`src/rtl/control_sequencer.sv`:
```
// control_sequencer: hardwired Moore control unit for the RISC datapath.
// Each instruction runs fetch (T0-T2), decode (T3) and execute (T4-T7).
// Memory accesses in T1, T6 (ld) and T7 (st) wait on mem_ready. A wait of
// MEM_TIMEOUT cycles sets the sticky mem_err flag and parks the unit in HALT.
// All outputs are registers loaded from the state being entered. A state's
// strobes are therefore visible for exactly the cycles that state is current.
// The opcode is taken from ir on the T2->T3 edge, so ir must hold the fetched
// word by the end of T2.
// Optional build macro: CTRL_ILLEGAL_TRAP_EN. When it is defined, an undefined
// opcode traps to HALT and sets the sticky illegal_op output. When it is not
// defined, undefined opcodes run as nop.
module control_sequencer #(
  parameter int MEM_TIMEOUT = 15,
  parameter int OPW         = 5
) (
  input  logic        clock,
  input  logic        reset_n,
  input  logic        start,
  input  logic [31:0] ir,
  input  logic        con_ff,
  input  logic        mem_ready,
  output logic        gra,
  output logic        grb,
  output logic        grc,
  output logic        rin,
  output logic        rout,
  output logic        baout,
  output logic        pc_out,
  output logic        pc_in,
  output logic        inc_pc,
  output logic        mar_in,
  output logic        mdr_in,
  output logic        mdr_out,
  output logic        mem_read,
  output logic        mem_write,
  output logic        ir_in,
  output logic        y_in,
  output logic        z_in,
  output logic        zlow_out,
  output logic        c_out,
  output logic        con_in,
  output logic [4:0]  alu_op,
  output logic        run,
  output logic        mem_err
`ifdef CTRL_ILLEGAL_TRAP_EN
  ,
  output logic        illegal_op
`endif
);

  // State encoding.
  localparam logic [3:0] S_IDLE = 4'd0;
  localparam logic [3:0] S_T0   = 4'd1;
  localparam logic [3:0] S_T1   = 4'd2;
  localparam logic [3:0] S_T2   = 4'd3;
  localparam logic [3:0] S_T3   = 4'd4;
  localparam logic [3:0] S_T4   = 4'd5;
  localparam logic [3:0] S_T5   = 4'd6;
  localparam logic [3:0] S_T6   = 4'd7;
  localparam logic [3:0] S_T7   = 4'd8;
  localparam logic [3:0] S_HALT = 4'd9;

  // Opcode values.
  localparam logic [OPW-1:0] OP_LD        = OPW'(5'b00000);
  localparam logic [OPW-1:0] OP_LDI       = OPW'(5'b00001);
  localparam logic [OPW-1:0] OP_ST        = OPW'(5'b00010);
  localparam logic [OPW-1:0] OP_ALU_FIRST = OPW'(5'b00011);
  localparam logic [OPW-1:0] OP_ALU_LAST  = OPW'(5'b01011);
  localparam logic [OPW-1:0] OP_ADDI      = OPW'(5'b01100);
  localparam logic [OPW-1:0] OP_ANDI      = OPW'(5'b01101);
  localparam logic [OPW-1:0] OP_ORI       = OPW'(5'b01110);
  localparam logic [OPW-1:0] OP_BR        = OPW'(5'b10010);
  localparam logic [OPW-1:0] OP_JR        = OPW'(5'b10011);
  localparam logic [OPW-1:0] OP_NOP       = OPW'(5'b11010);
  localparam logic [OPW-1:0] OP_HALT      = OPW'(5'b11011);

  // Instruction classes. Each class shares one execute sequence.
  localparam logic [3:0] CL_ALU  = 4'd0;
  localparam logic [3:0] CL_IMM  = 4'd1;
  localparam logic [3:0] CL_LDI  = 4'd2;
  localparam logic [3:0] CL_LD   = 4'd3;
  localparam logic [3:0] CL_ST   = 4'd4;
  localparam logic [3:0] CL_BR   = 4'd5;
  localparam logic [3:0] CL_JR   = 4'd6;
  localparam logic [3:0] CL_NOP  = 4'd7;
  localparam logic [3:0] CL_HALT = 4'd8;
  localparam logic [3:0] CL_ILL  = 4'd9;

  // ALU operation codes used outside the R-type group.
  localparam logic [4:0] ALU_ADD = 5'b00011;
  localparam logic [4:0] ALU_AND = 5'b00101;
  localparam logic [4:0] ALU_OR  = 5'b00110;

  localparam int              CW      = $clog2(MEM_TIMEOUT + 1);
  localparam logic [CW-1:0]   TO_LAST = CW'(MEM_TIMEOUT - 1);

  typedef struct packed {
    logic gra;
    logic grb;
    logic grc;
    logic rin;
    logic rout;
    logic baout;
    logic pc_out;
    logic pc_in;
    logic inc_pc;
    logic mar_in;
    logic mdr_in;
    logic mdr_out;
    logic mem_read;
    logic mem_write;
    logic ir_in;
    logic y_in;
    logic z_in;
    logic zlow_out;
    logic c_out;
    logic con_in;
  } strobe_t;

  // Map an opcode to the execute sequence it uses.
  function automatic logic [3:0] op_class(input logic [OPW-1:0] op);
    logic [3:0] cls;
    if ((op >= OP_ALU_FIRST) && (op <= OP_ALU_LAST)) begin
      cls = CL_ALU;
    end else begin
      case (op)
        OP_ADDI, OP_ANDI, OP_ORI: cls = CL_IMM;
        OP_LDI:                   cls = CL_LDI;
        OP_LD:                    cls = CL_LD;
        OP_ST:                    cls = CL_ST;
        OP_BR:                    cls = CL_BR;
        OP_JR:                    cls = CL_JR;
        OP_NOP:                   cls = CL_NOP;
        OP_HALT:                  cls = CL_HALT;
        default:                  cls = CL_ILL;
      endcase
    end
    return cls;
  endfunction

  // Map an immediate opcode to the ALU operation it performs.
  function automatic logic [4:0] imm_alu(input logic [OPW-1:0] op);
    logic [4:0] code;
    case (op)
      OP_ADDI: code = ALU_ADD;
      OP_ANDI: code = ALU_AND;
      OP_ORI:  code = ALU_OR;
      default: code = 5'b00000;
    endcase
    return code;
  endfunction

  logic [3:0]     state_r;
  logic [3:0]     nxt_state_s;
  logic [CW-1:0]  wait_cnt_r;
  logic [3:0]     cls_r;
  logic [OPW-1:0] opc_r;
  logic [OPW-1:0] ir_op_s;
  logic [3:0]     nxt_cls_s;
  logic [OPW-1:0] nxt_opc_s;
  logic           wait_s;
  logic           timeout_s;
  strobe_t        strb_r;
  strobe_t        nxt_strb_s;
  logic [4:0]     alu_op_r;
  logic [4:0]     nxt_alu_s;
  logic           run_r;
  logic           nxt_run_s;
  logic           mem_err_r;
  logic           unused_ir_s;
`ifdef CTRL_ILLEGAL_TRAP_EN
  logic           trap_s;
  logic           illegal_r;
`endif

  assign ir_op_s     = ir[31 -: OPW];
  assign unused_ir_s = ^ir[31-OPW:0];

  // The T3 strobes come straight from ir. Later steps use the opcode latched at T2.
  assign nxt_cls_s = (state_r == S_T2) ? op_class(ir_op_s) : cls_r;
  assign nxt_opc_s = (state_r == S_T2) ? ir_op_s : opc_r;

  // These states wait on a memory access and count the cycles without mem_ready.
  assign wait_s = (state_r == S_T1) ||
                  ((state_r == S_T6) && (cls_r == CL_LD)) ||
                  ((state_r == S_T7) && (cls_r == CL_ST));
  assign timeout_s = wait_s && !mem_ready && (wait_cnt_r == TO_LAST);

  // Next-state selection for the fetch/decode/execute sequence.
  always_comb begin
    nxt_state_s = state_r;
`ifdef CTRL_ILLEGAL_TRAP_EN
    trap_s = 1'b0;
`endif
    case (state_r)
      S_IDLE: begin
        if (start) nxt_state_s = S_T0;
        else       nxt_state_s = S_IDLE;
      end
      S_T0: nxt_state_s = S_T1;
      S_T1: begin
        if (mem_ready)      nxt_state_s = S_T2;
        else if (timeout_s) nxt_state_s = S_HALT;
        else                nxt_state_s = S_T1;
      end
      S_T2: nxt_state_s = S_T3;
      S_T3: begin
        case (cls_r)
          CL_ALU, CL_IMM, CL_LDI, CL_LD, CL_ST, CL_BR: nxt_state_s = S_T4;
          CL_HALT: nxt_state_s = S_HALT;
`ifdef CTRL_ILLEGAL_TRAP_EN
          CL_ILL: begin
            nxt_state_s = S_HALT;
            trap_s      = 1'b1;
          end
`endif
          default: nxt_state_s = S_T0;
        endcase
      end
      S_T4: nxt_state_s = S_T5;
      S_T5: begin
        case (cls_r)
          CL_LD, CL_ST, CL_BR: nxt_state_s = S_T6;
          default:             nxt_state_s = S_T0;
        endcase
      end
      S_T6: begin
        case (cls_r)
          CL_LD: begin
            if (mem_ready)      nxt_state_s = S_T7;
            else if (timeout_s) nxt_state_s = S_HALT;
            else                nxt_state_s = S_T6;
          end
          CL_ST:   nxt_state_s = S_T7;
          default: nxt_state_s = S_T0;
        endcase
      end
      S_T7: begin
        if (cls_r != CL_ST)  nxt_state_s = S_T0;
        else if (mem_ready)  nxt_state_s = S_T0;
        else if (timeout_s)  nxt_state_s = S_HALT;
        else                 nxt_state_s = S_T7;
      end
      S_HALT:  nxt_state_s = S_HALT;
      default: nxt_state_s = S_IDLE;
    endcase
  end

  // Strobes, ALU code and run flag for the state about to be entered.
  always_comb begin
    nxt_strb_s = '0;
    nxt_alu_s  = 5'b00000;
    nxt_run_s  = (nxt_state_s != S_IDLE) && (nxt_state_s != S_HALT);
    case (nxt_state_s)
      S_T0: begin
        nxt_strb_s.pc_out = 1'b1;
        nxt_strb_s.mar_in = 1'b1;
        nxt_strb_s.inc_pc = 1'b1;
        nxt_strb_s.z_in   = 1'b1;
      end
      S_T1: begin
        nxt_strb_s.zlow_out = 1'b1;
        nxt_strb_s.pc_in    = 1'b1;
        nxt_strb_s.mem_read = 1'b1;
        nxt_strb_s.mdr_in   = 1'b1;
      end
      S_T2: begin
        nxt_strb_s.mdr_out = 1'b1;
        nxt_strb_s.ir_in   = 1'b1;
      end
      S_T3: begin
        case (nxt_cls_s)
          CL_ALU, CL_IMM: begin
            nxt_strb_s.grb  = 1'b1;
            nxt_strb_s.rout = 1'b1;
            nxt_strb_s.y_in = 1'b1;
          end
          CL_LDI, CL_LD, CL_ST: begin
            nxt_strb_s.grb   = 1'b1;
            nxt_strb_s.baout = 1'b1;
            nxt_strb_s.y_in  = 1'b1;
          end
          CL_BR: begin
            nxt_strb_s.gra    = 1'b1;
            nxt_strb_s.rout   = 1'b1;
            nxt_strb_s.con_in = 1'b1;
          end
          CL_JR: begin
            nxt_strb_s.gra   = 1'b1;
            nxt_strb_s.rout  = 1'b1;
            nxt_strb_s.pc_in = 1'b1;
          end
          default: nxt_strb_s = '0;
        endcase
      end
      S_T4: begin
        case (nxt_cls_s)
          CL_ALU: begin
            nxt_strb_s.grc  = 1'b1;
            nxt_strb_s.rout = 1'b1;
            nxt_strb_s.z_in = 1'b1;
            nxt_alu_s       = 5'(nxt_opc_s);
          end
          CL_IMM: begin
            nxt_strb_s.c_out = 1'b1;
            nxt_strb_s.z_in  = 1'b1;
            nxt_alu_s        = imm_alu(nxt_opc_s);
          end
          CL_LDI, CL_LD, CL_ST: begin
            nxt_strb_s.c_out = 1'b1;
            nxt_strb_s.z_in  = 1'b1;
            nxt_alu_s        = ALU_ADD;
          end
          CL_BR: begin
            nxt_strb_s.pc_out = 1'b1;
            nxt_strb_s.y_in   = 1'b1;
          end
          default: nxt_strb_s = '0;
        endcase
      end
      S_T5: begin
        case (nxt_cls_s)
          CL_ALU, CL_IMM, CL_LDI: begin
            nxt_strb_s.zlow_out = 1'b1;
            nxt_strb_s.gra      = 1'b1;
            nxt_strb_s.rin      = 1'b1;
          end
          CL_LD, CL_ST: begin
            nxt_strb_s.zlow_out = 1'b1;
            nxt_strb_s.mar_in   = 1'b1;
          end
          CL_BR: begin
            nxt_strb_s.c_out = 1'b1;
            nxt_strb_s.z_in  = 1'b1;
            nxt_alu_s        = ALU_ADD;
          end
          default: nxt_strb_s = '0;
        endcase
      end
      S_T6: begin
        case (nxt_cls_s)
          CL_LD: begin
            nxt_strb_s.mem_read = 1'b1;
            nxt_strb_s.mdr_in   = 1'b1;
          end
          CL_ST: begin
            nxt_strb_s.gra    = 1'b1;
            nxt_strb_s.rout   = 1'b1;
            nxt_strb_s.mdr_in = 1'b1;
          end
          CL_BR: begin
            // The branch is taken only when the condition flip-flop is set.
            nxt_strb_s.zlow_out = con_ff;
            nxt_strb_s.pc_in    = con_ff;
          end
          default: nxt_strb_s = '0;
        endcase
      end
      S_T7: begin
        case (nxt_cls_s)
          CL_LD: begin
            nxt_strb_s.mdr_out = 1'b1;
            nxt_strb_s.gra     = 1'b1;
            nxt_strb_s.rin     = 1'b1;
          end
          CL_ST:   nxt_strb_s.mem_write = 1'b1;
          default: nxt_strb_s = '0;
        endcase
      end
      default: nxt_strb_s = '0;
    endcase
  end

  // State register, memory-wait counter and the opcode latched at the T2->T3 edge.
  always_ff @(posedge clock or negedge reset_n) begin
    if (!reset_n) begin
      state_r    <= S_IDLE;
      wait_cnt_r <= '0;
      cls_r      <= CL_NOP;
      opc_r      <= OP_NOP;
    end else begin
      state_r <= nxt_state_s;
      if (wait_s && !mem_ready && !timeout_s) wait_cnt_r <= wait_cnt_r + CW'(1);
      else                                    wait_cnt_r <= '0;
      if (state_r == S_T2) begin
        cls_r <= op_class(ir_op_s);
        opc_r <= ir_op_s;
      end else begin
        cls_r <= cls_r;
        opc_r <= opc_r;
      end
    end
  end

  // Registered Moore outputs. Reset clears them asynchronously.
  always_ff @(posedge clock or negedge reset_n) begin
    if (!reset_n) begin
      strb_r   <= '0;
      alu_op_r <= 5'b00000;
      run_r    <= 1'b0;
    end else begin
      strb_r   <= nxt_strb_s;
      alu_op_r <= nxt_alu_s;
      run_r    <= nxt_run_s;
    end
  end

  // Sticky error flags. Only reset clears them.
  always_ff @(posedge clock or negedge reset_n) begin
    if (!reset_n) begin
      mem_err_r <= 1'b0;
`ifdef CTRL_ILLEGAL_TRAP_EN
      illegal_r <= 1'b0;
`endif
    end else begin
      mem_err_r <= mem_err_r | timeout_s;
`ifdef CTRL_ILLEGAL_TRAP_EN
      illegal_r <= illegal_r | trap_s;
`endif
    end
  end

  assign gra       = strb_r.gra;
  assign grb       = strb_r.grb;
  assign grc       = strb_r.grc;
  assign rin       = strb_r.rin;
  assign rout      = strb_r.rout;
  assign baout     = strb_r.baout;
  assign pc_out    = strb_r.pc_out;
  assign pc_in     = strb_r.pc_in;
  assign inc_pc    = strb_r.inc_pc;
  assign mar_in    = strb_r.mar_in;
  assign mdr_in    = strb_r.mdr_in;
  assign mdr_out   = strb_r.mdr_out;
  assign mem_read  = strb_r.mem_read;
  assign mem_write = strb_r.mem_write;
  assign ir_in     = strb_r.ir_in;
  assign y_in      = strb_r.y_in;
  assign z_in      = strb_r.z_in;
  assign zlow_out  = strb_r.zlow_out;
  assign c_out     = strb_r.c_out;
  assign con_in    = strb_r.con_in;
  assign alu_op    = alu_op_r;
  assign run       = run_r;
  assign mem_err   = mem_err_r;
`ifdef CTRL_ILLEGAL_TRAP_EN
  assign illegal_op = illegal_r;
`endif

endmodule

```
`config.mk`:
```
export PLATFORM = sky130hd
export DESIGN_NAME = control_sequencer
export DESIGN_NICKNAME = d
export VERILOG_FILES = /design/src/rtl/control_sequencer.sv
export SDC_FILE = /design/constraint.sdc
export NUM_CORES = 1
export LEC_CHECK = 0
export CAP_MARGIN = 40
export CELL_PAD_IN_SITES_DETAIL_PLACEMENT = 1
export CELL_PAD_IN_SITES_GLOBAL_PLACEMENT = 2
export CORE_MARGIN = 2
export CORE_UTILIZATION = 32
export DETAILED_ROUTE_END_ITERATION = 8
export GPL_ROUTABILITY_DRIVEN = 0
export PLACE_DENSITY = 0.91
export SETUP_SLACK_MARGIN = 0.05
export SYNTH_ARGS = -nofsm -noshare
export SYNTH_HDL_FRONTEND = slang
export SYNTH_SLANG_ARGS = --single-unit
```
`constraint.sdc`:
```
create_clock -name clock -period 5.45 [get_ports clock]
set_input_delay 1.09 -clock clock [delete_from_list [all_inputs] [get_ports clock]]
set_output_delay 1.09 -clock clock [all_outputs]
set_load 0.1 [all_outputs]
```
==> results of run 1 <==
-- cell type report --
cell class                      count  share of cell area
Timing Repair Buffer               65               0.231
Inverter                           11              0.0120
Sequential cell                    44               0.322
Clock buffer                        5              0.0200
Tap cell                          102              0.0370
Clock inverter                      3              0.0134
Multi-Input combinational cell    180               0.365
-- routing by layer --
layer,vias to the layer above,global-route usage
li1,1026,-
met1,1077,0.206
met2,46,0.319
met3,11,0.0263
met4,0,0.0585
met5,-,0
-- power breakdown --
part / switching, W / internal [W] / total, W
logic: 0.000664 / 0.000363 / 0.00103
clock network: 0.000117 / 0.000138 / 0.000255
registers: 0.0000972 / 0.000432 / 0.000529
-- critical path, stage by stage --
cell                              delay [ns]
sky130_fd_sc_hd__clkdlybuf4s50_1        0.57
sky130_fd_sc_hd__ha_1                   0.38
sky130_fd_sc_hd__a2111oi_2              0.44
sky130_fd_sc_hd__and3b_1                0.27
sky130_fd_sc_hd__o31ai_4                0.64
sky130_fd_sc_hd__nand2_1                0.23
sky130_fd_sc_hd__o22a_1                 0.29
sky130_fd_sc_hd__a31oi_1                0.19
-- how the worst max path moves through the flow --
stage | end | cells past startpoint | slack [ns] | from
6_report | alu_op[0]$_DFF_PN0_ | 8 | 1.56 | ir[28]
5_1_grt | alu_op[0]$_DFF_PN0_ | 8 | 1.33 | ir[28]
4_1_cts | alu_op[0]$_DFF_PN0_ | 8 | 1.56 | ir[28]
3_5_place_dp | alu_op[0]$_DFF_PN0_ | 8 | 1.31 | ir[28]
3_3_place_gp | alu_op[0]$_DFF_PN0_ | 8 | 1.33 | ir[28]
2_1_floorplan | mdr_in$_DFF_PN0_ | 7 | 2.49 | ir[27]
-- registers in the layout (all words and copies together) (netlist names), 4 cells and up --
register and flops:
alu_op 5, wait_cnt_r 4, cls_r 4, state_r 4
opc_r 5
-- through the flow --
step                      setup WS [ns]  std cells  power (W)
after detailed placement           1.31        402    0.00156
after floorplan                    2.49        248    0.00121
after CTS                          1.56        410    0.00182
after global placement             1.33        374    0.00139
final                              1.56        410    0.00181
after global routing               1.33        410    0.00192
-- logic make-up after synthesis --
logic type | Yosys count
XOR/XNOR | 3
multiplexers | 6
adder cells (fa/ha/maj) | 5
AO/OA/AOI/OAI | 68
buffers and inverters | 24
flip-flops | 44
AND/OR/NAND/NOR | 98
-- cells in the final DEF (no fill, tap or decap), types with 2 or more instances in the layout --
master and count:
sky130_fd_sc_hd__dfrtp_1 38, sky130_fd_sc_hd__clkdlybuf4s50_1 35, sky130_fd_sc_hd__buf_8 27, sky130_fd_sc_hd__nand2_1 24, sky130_fd_sc_hd__nor2_1 19, sky130_fd_sc_hd__o21ai_0 15, sky130_fd_sc_hd__inv_1 10, sky130_fd_sc_hd__a21oi_1 9
sky130_fd_sc_hd__a31oi_1 7, sky130_fd_sc_hd__nor3_1 7, sky130_fd_sc_hd__mux2i_1 6, sky130_fd_sc_hd__nand3_1 6, sky130_fd_sc_hd__dfstp_2 6, sky130_fd_sc_hd__ha_1 5, sky130_fd_sc_hd__clkbuf_8 5, sky130_fd_sc_hd__nand2b_1 4
sky130_fd_sc_hd__nand3b_1 4, sky130_fd_sc_hd__o21bai_1 4, sky130_fd_sc_hd__nor2b_1 3, sky130_fd_sc_hd__nand4_1 3, sky130_fd_sc_hd__and3b_1 3, sky130_fd_sc_hd__a211oi_1 3, sky130_fd_sc_hd__o21ai_1 3, sky130_fd_sc_hd__nand4b_1 2
sky130_fd_sc_hd__nor4b_1 2, sky130_fd_sc_hd__and4b_1 2, sky130_fd_sc_hd__a211o_1 2, sky130_fd_sc_hd__nor3b_1 2, sky130_fd_sc_hd__and3_1 2, sky130_fd_sc_hd__and2_1 2, sky130_fd_sc_hd__or3_1 2, sky130_fd_sc_hd__o31ai_2 2
sky130_fd_sc_hd__o21a_1 2, sky130_fd_sc_hd__xnor2_1 2
==> PnR_summary.wiki, run 1 <==
{| class="wikitable"
! Metric !! Value
|-
| Cells after Synth || 248
|-
| Ratio of total power to cell area || 525 nW/µm²
|-
| Synthesized-area fraction occupied by ao, oa, aoi and oai cells || 0.217
|-
| Site row count || 32
|-
| Proportion of synthesized area in mux cells || 0.0243
|-
| Maximum fanout encountered on the critical timing path || 19
|-
| Post-synthesis cell area || 2470 µm²
|-
| Crit path DAT || 4.10 ns
|-
| Placed inst area || 3330 µm²
|-
| Layout cell share with drive strength beyond 1 || 0.201
|-
| Total overflow reported by the global router || 0
|-
| Max-slew violation count || 0
|-
| Max IR drop VDD || 0.137 mV
|-
| HPWL Detailed || 5210 µm
|-
| Detailed-route DRC error count || 0
|-
| Final #Nets || 349
|-
| Vias post-DR || 2,160
|-
| Cell with the most instances after synthesis || sky130_fd_sc_hd__dfrtp_1
|-
| Combined area of the multi-input logic cells || 1260 µm²
|-
| Setup slack, reg-to-reg || 2.88 ns
|-
| Dominant combinational cell family by area after synthesis || simple AND/OR/NAND/NOR gates
|-
| F_max || 257 MHz
|-
| Total area of sequential cells || 1110 µm²
|-
| Via-per-instance ratio || 5.27
|-
| Fill cell total of the finished layout || 849
|-
| Die X-Extent || 91.9 µm
|-
| Final worst path period need || 3.89 ns
|-
| Post-synth ARST share || 1.00
|-
| Post-synth top area share || 0.384
|-
| Clk buf depth || 2
|-
| Clock root buffer || sky130_fd_sc_hd__clkbuf_8
|-
| Endpoint with the worst hold slack || mem_err$_DFF_PN0_
|-
| Largest area contributor in the synthesized netlist || sky130_fd_sc_hd__dfrtp_1
|-
| Number of storage elements in the synthesis netlist || 44
|-
| Largest clock skew in the final design || 0.00608 ns
|-
| Outcome || complete, no violations
|-
| Length of routed wiring on met1 || 2890 µm
|-
| Category of the worst setup path capture point || register
|-
| Cell types occupying the most area after synthesis || sky130_fd_sc_hd__dfrtp_1, sky130_fd_sc_hd__dfstp_2, sky130_fd_sc_hd__nand2_1
|-
| Leak Pwr || 1.46 nW
|-
| RSZ-0062 raised after global routing || false
|-
| Routed wl met3 || 175 µm
|-
| Detailed router's first-iteration violation count || 112
|-
| Amount of wire on met2 after detailed routing || 3670 µm
|-
| TritonCTS buffer count || 5
|-
| Largest net degree at the start of global routing || 24
|-
| Share of synthesized cell area in full adder, half adder and majority cells || 0.0253
|-
| Per-cell routed wire length || 16.7 µm
|-
| Post-Route Setup TNS || 0 ns
|-
| Worst Hold Margin || 0.499 ns
|-
| Global router's overall resource usage || 0.173
|-
| Netlist cell types || 69
|-
| Core Area || 7610 µm²
|-
| Clock transition at path regs || 0.09 ns
|-
| Ports placed on the boundary || 64
|-
| Element type at the critical path start || input port
|-
| Total count of hold-check failures in the final report || 0
|-
| Relative max-transition margin || 0.501
|-
| Antenna diodes || 0
|-
| Via count of the first global-routing pass || 2,301
|-
| Final Cycle Share || 0.714
|-
| TritonCTS clock tree || built
|-
| Initial antenna violation count || 0
|-
| Avg Synthesized Cell Area || 9.98 µm²
|-
| Total die area || 8450 µm²
|-
| Wire length of the first global-routing pass || 11,500 µm
|-
| Post_cts resized || 0
|-
| Antenna-violating nets left || 0
|-
| Min-Delay Path Depth || 1
|-
| Final WL || 6860 µm
|-
| Max-capacitance violation count || 0
|-
| Top FF cell, synth || sky130_fd_sc_hd__dfrtp_1
|-
| Number of buffer cells added on primary ports || 36
|-
| Final std cell area, no fill || 3450 µm²
|-
| Share of the core filled with cells in the final layout || 0.453
|-
| Required time of the critical path || 5.66 ns
|-
| Critical R2R Launch || state_r[1]$_DFF_PN0_
|-
| EDFF count, synth || 0
|-
| Commonest cells in the netlist || sky130_fd_sc_hd__dfrtp_1, sky130_fd_sc_hd__nand2_1, sky130_fd_sc_hd__nor2_1
|-
| Top layer in use || met4
|-
| Count of buffers added by post-CTS timing repair for setup || 0
|-
| Number of nets in the synthesized netlist || 290
|-
| Xor and xnor area share after synthesis || 0.0106
|-
| Share of the yosys chip area belonging to registers || 0.448
|-
| Clock network latency to the later pin of the worst-skew pair || 0.30 ns
|-
| Depth of the most critical reg-to-reg path || 6
|-
| Initial Utilization || 0.325
|-
| Type of the worst setup path || in -> reg
|-
| Simple-Gate Fraction of Synth Area || 0.231
|-
| Count of final setup violators || 0
|-
| Post-cts hold buffer count || 0
|-
| Maximum level of the CTS H-tree || 2
|-
| Sink Count || 44
|-
| HP Class || reg -> reg
|-
| FF-to-FF End || alu_op[0]$_DFF_PN0_
|-
| Number of warning messages in the yosys log || 0
|-
| Die extent in y || 91.9 µm
|-
| First drt pass iteration count || 4
|-
| Slew at the pin closest to its max-slew limit || 0.744 ns
|-
| Area Growth Syn to Fin || 39.2%
|-
| Startpoint of the lowest-slack hold path || mem_err$_DFF_PN0_
|}
Power figures use the tool's default switching activity.
==> run 2, diff against run 1 <==
--- a/config.mk
+++ b/config.mk
@@ -9,10 +9,10 @@
 export CELL_PAD_IN_SITES_DETAIL_PLACEMENT = 1
 export CELL_PAD_IN_SITES_GLOBAL_PLACEMENT = 2
 export CORE_MARGIN = 2
-export CORE_UTILIZATION = 32
+export CORE_UTILIZATION = 27
 export DETAILED_ROUTE_END_ITERATION = 8
 export GPL_ROUTABILITY_DRIVEN = 0
-export PLACE_DENSITY = 0.91
+export PLACE_DENSITY = 0.82
 export SETUP_SLACK_MARGIN = 0.05
 export SYNTH_ARGS = -nofsm -noshare
 export SYNTH_HDL_FRONTEND = slang
==> constraint.sdc (replaced) <==
create_clock -name clock -period 3.2 [get_ports clock]
set_input_delay 0.64 -clock clock [delete_from_list [all_inputs] [get_ports clock]]
set_output_delay 0.64 -clock clock [all_outputs]
set_load 0.1 [all_outputs]
==> PnR_summary.wiki, run 2 (synthesis gave the netlist of run 1 again) <==
{| class="wikitable"
! Metric !! Value
|-
| Buf/Inv on CP || 2
|-
| Per-cell routed wire length || 15.8 µm
|-
| Clk buf depth || 2
|-
| HP Class || in -> async
|-
| Ratio of total power to cell area || 926 nW/µm²
|-
| Die extent in y || 99.7 µm
|-
| Count of final setup violators || 0
|-
| Element type at the critical path start || input port
|-
| Total die area || 9950 µm²
|-
| Antenna-violating nets left || 0
|-
| Number of cells in the finished layout apart from fillers || 405
|-
| Final worst path period need || 2.82 ns
|-
| F_max || 355 MHz
|-
| Max IR drop VDD || 0.277 mV
|-
| Final WL || 6420 µm
|-
| Top library cells by usage in the layout, fill and taps aside || sky130_fd_sc_hd__buf_4, sky130_fd_sc_hd__dfrtp_1, sky130_fd_sc_hd__nand2_1
|-
| Slew at the pin closest to its max-slew limit || 0.579 ns
|-
| Ports placed on the boundary || 64
|-
| Initial antenna violation count || 0
|-
| Via-per-instance ratio || 5.13
|-
| Category of the worst setup path capture point || register
|-
| Post_cts resized || 0
|-
| TritonCTS buffer count || 5
|-
| Final #Nets || 338
|-
| Vias post-DR || 2,078
|-
| HPWL Detailed || 4810 µm
|-
| Clock root buffer || sky130_fd_sc_hd__clkbuf_8
|-
| Area Growth Syn to Fin || 24.4%
|-
| Max-slew violation count || 0
|-
| Sink Count || 44
|-
| Via count of the first global-routing pass || 2,160
|-
| Final Cycle Share || 0.880
|-
| Type of the worst setup path || in -> reg
|-
| Final std cell area, no fill || 3080 µm²
|-
| Required time of the critical path || 3.43 ns
|-
| Count of buffers added by post-CTS timing repair for setup || 0
|-
| Maximum fanout encountered on the critical timing path || 4
|-
| Outcome || complete, no violations
|-
| Post-cts hold buffer count || 0
|-
| Global router's overall resource usage || 0.138
|-
| Maximum level of the CTS H-tree || 2
|-
| Largest net degree at the start of global routing || 24
|-
| Share of the core filled with cells in the final layout || 0.350
|-
| Placed inst area || 2990 µm²
|-
| Detailed-route DRC error count || 0
|-
| RSZ-0062 raised after global routing || false
|-
| Max-capacitance violation count || 0
|-
| Critical-path cell list || clkdlybuf4s50_1, inv_1, ha_1, or3_4, a2111oi_4, a22oi_1, o41ai_2, or3b_4, nor2b_2
|-
| Die X-Extent || 99.7 µm
|-
| Layout cell share with drive strength beyond 1 || 0.259
|-
| Site row count || 34
|-
| Final setup slack of the worst path || 0.383 ns
|-
| Most frequent standard cell in the layout excluding fill and tap cells || sky130_fd_sc_hd__buf_4
|-
| Detailed router's first-iteration violation count || 87
|-
| Antenna diodes || 0
|-
| Post-placement worst setup slack || 0.0708 ns
|-
| Relative max-transition margin || 0.614
|-
| Post-Route Setup TNS || 0 ns
|-
| Total count of hold-check failures in the final report || 0
|-
| Number of buffer cells added on primary ports || 36
|-
| Wire length of the first global-routing pass || 11,000 µm
|-
| Total overflow reported by the global router || 0
|-
| Leak Pwr || 1.38 nW
|-
| Initial Utilization || 0.281
|-
| Crit-path slowest cell || sky130_fd_sc_hd__clkdlybuf4s50_1
|-
| Core Area || 8810 µm²
|-
| Clock transition at path regs || 0.08 ns
|-
| First drt pass iteration count || 4
|-
| TritonCTS clock tree || built
|-
| Total instance count after detailed placement || 397
|-
| Family with the most delay on the worst path || simple AND/OR/NAND/NOR gates
|-
| Largest clock skew in the final design || 0.00446 ns
|-
| Clock network latency to the later pin of the worst-skew pair || 0.30 ns
|-
| Largest stage delay, worst path || 0.50 ns
|-
| Crit path DAT || 3.05 ns
|}
[run 2: changes by cell type in the layout (fill, tap and decap cells not counted), sizes merged]
cell,change
bufinv,-1
clkdlybuf4s50,-27
inv,-1
buf,+16
clkbuf,+2
[run 2: layer usage]
metal,global-route usage,share of wire
met2,0.220,0.47
met4,0.0464,0.016
met3,0.0246,0.040
met1,0.188,0.47
met5,0,0
[run 2: final timing paths]
kind	start	endpoint	slack (ns)	cells past startpoint
max in group asynchronous	reset_n	baout$_DFF_PN0_	2.35	2
min in group clock	wait_cnt_r[0]$_DFF_PN0_	wait_cnt_r[0]$_DFF_PN0_	0.50	1
max reg2reg	state_r[0]$_DFF_PN0_	alu_op[0]$_DFF_PN0_	0.76	7
max	ir[27]	alu_op[4]$_DFF_PN0_	0.38	9
min reg2reg	wait_cnt_r[0]$_DFF_PN0_	wait_cnt_r[0]$_DFF_PN0_	0.50	1
min	reset_n	wait_cnt_r[1]$_DFF_PN0_	0.33	1
[run 2: area by class of cell]
type,count,area [µm²]
Inverter,11,41.3
Clock buffer,7,86.3
Fill cell,1030,5730
Tap cell,108,135
Multi-Input combinational cell,180,1260
Sequential cell,44,1110
Timing Repair Buffer,54,443
Clock inverter,1,7.51
[run 2: through the flow]
step	power (W)	hold WS (ns)
after global placement	0.00246	0.464
final	0.00285	0.334
after floorplan	0.00206	0.344
after detailed placement	0.00249	0.498
after global routing	0.00305	0.362
after CTS	0.00287	0.345
[run 2: worst register-to-register path: stages (launching register included)]
cell                        delay (ns)
sky130_fd_sc_hd__dfrtp_1          0.61
sky130_fd_sc_hd__nand4bb_1        0.40
sky130_fd_sc_hd__buf_4            0.35
sky130_fd_sc_hd__o31ai_4          0.27
sky130_fd_sc_hd__buf_4            0.20
sky130_fd_sc_hd__nand2_1          0.12
sky130_fd_sc_hd__o22a_1           0.25
sky130_fd_sc_hd__a31oi_1          0.17
[run 2: report_power, final]
group	internal, W	total (W)	leakage (nW)	switching [W]
sequential	0.000735	0.000902	0.572	0.000167
clock	0.000176	0.000367	0.0445	0.000192
combinational	0.000498	0.00158	0.766	0.00108
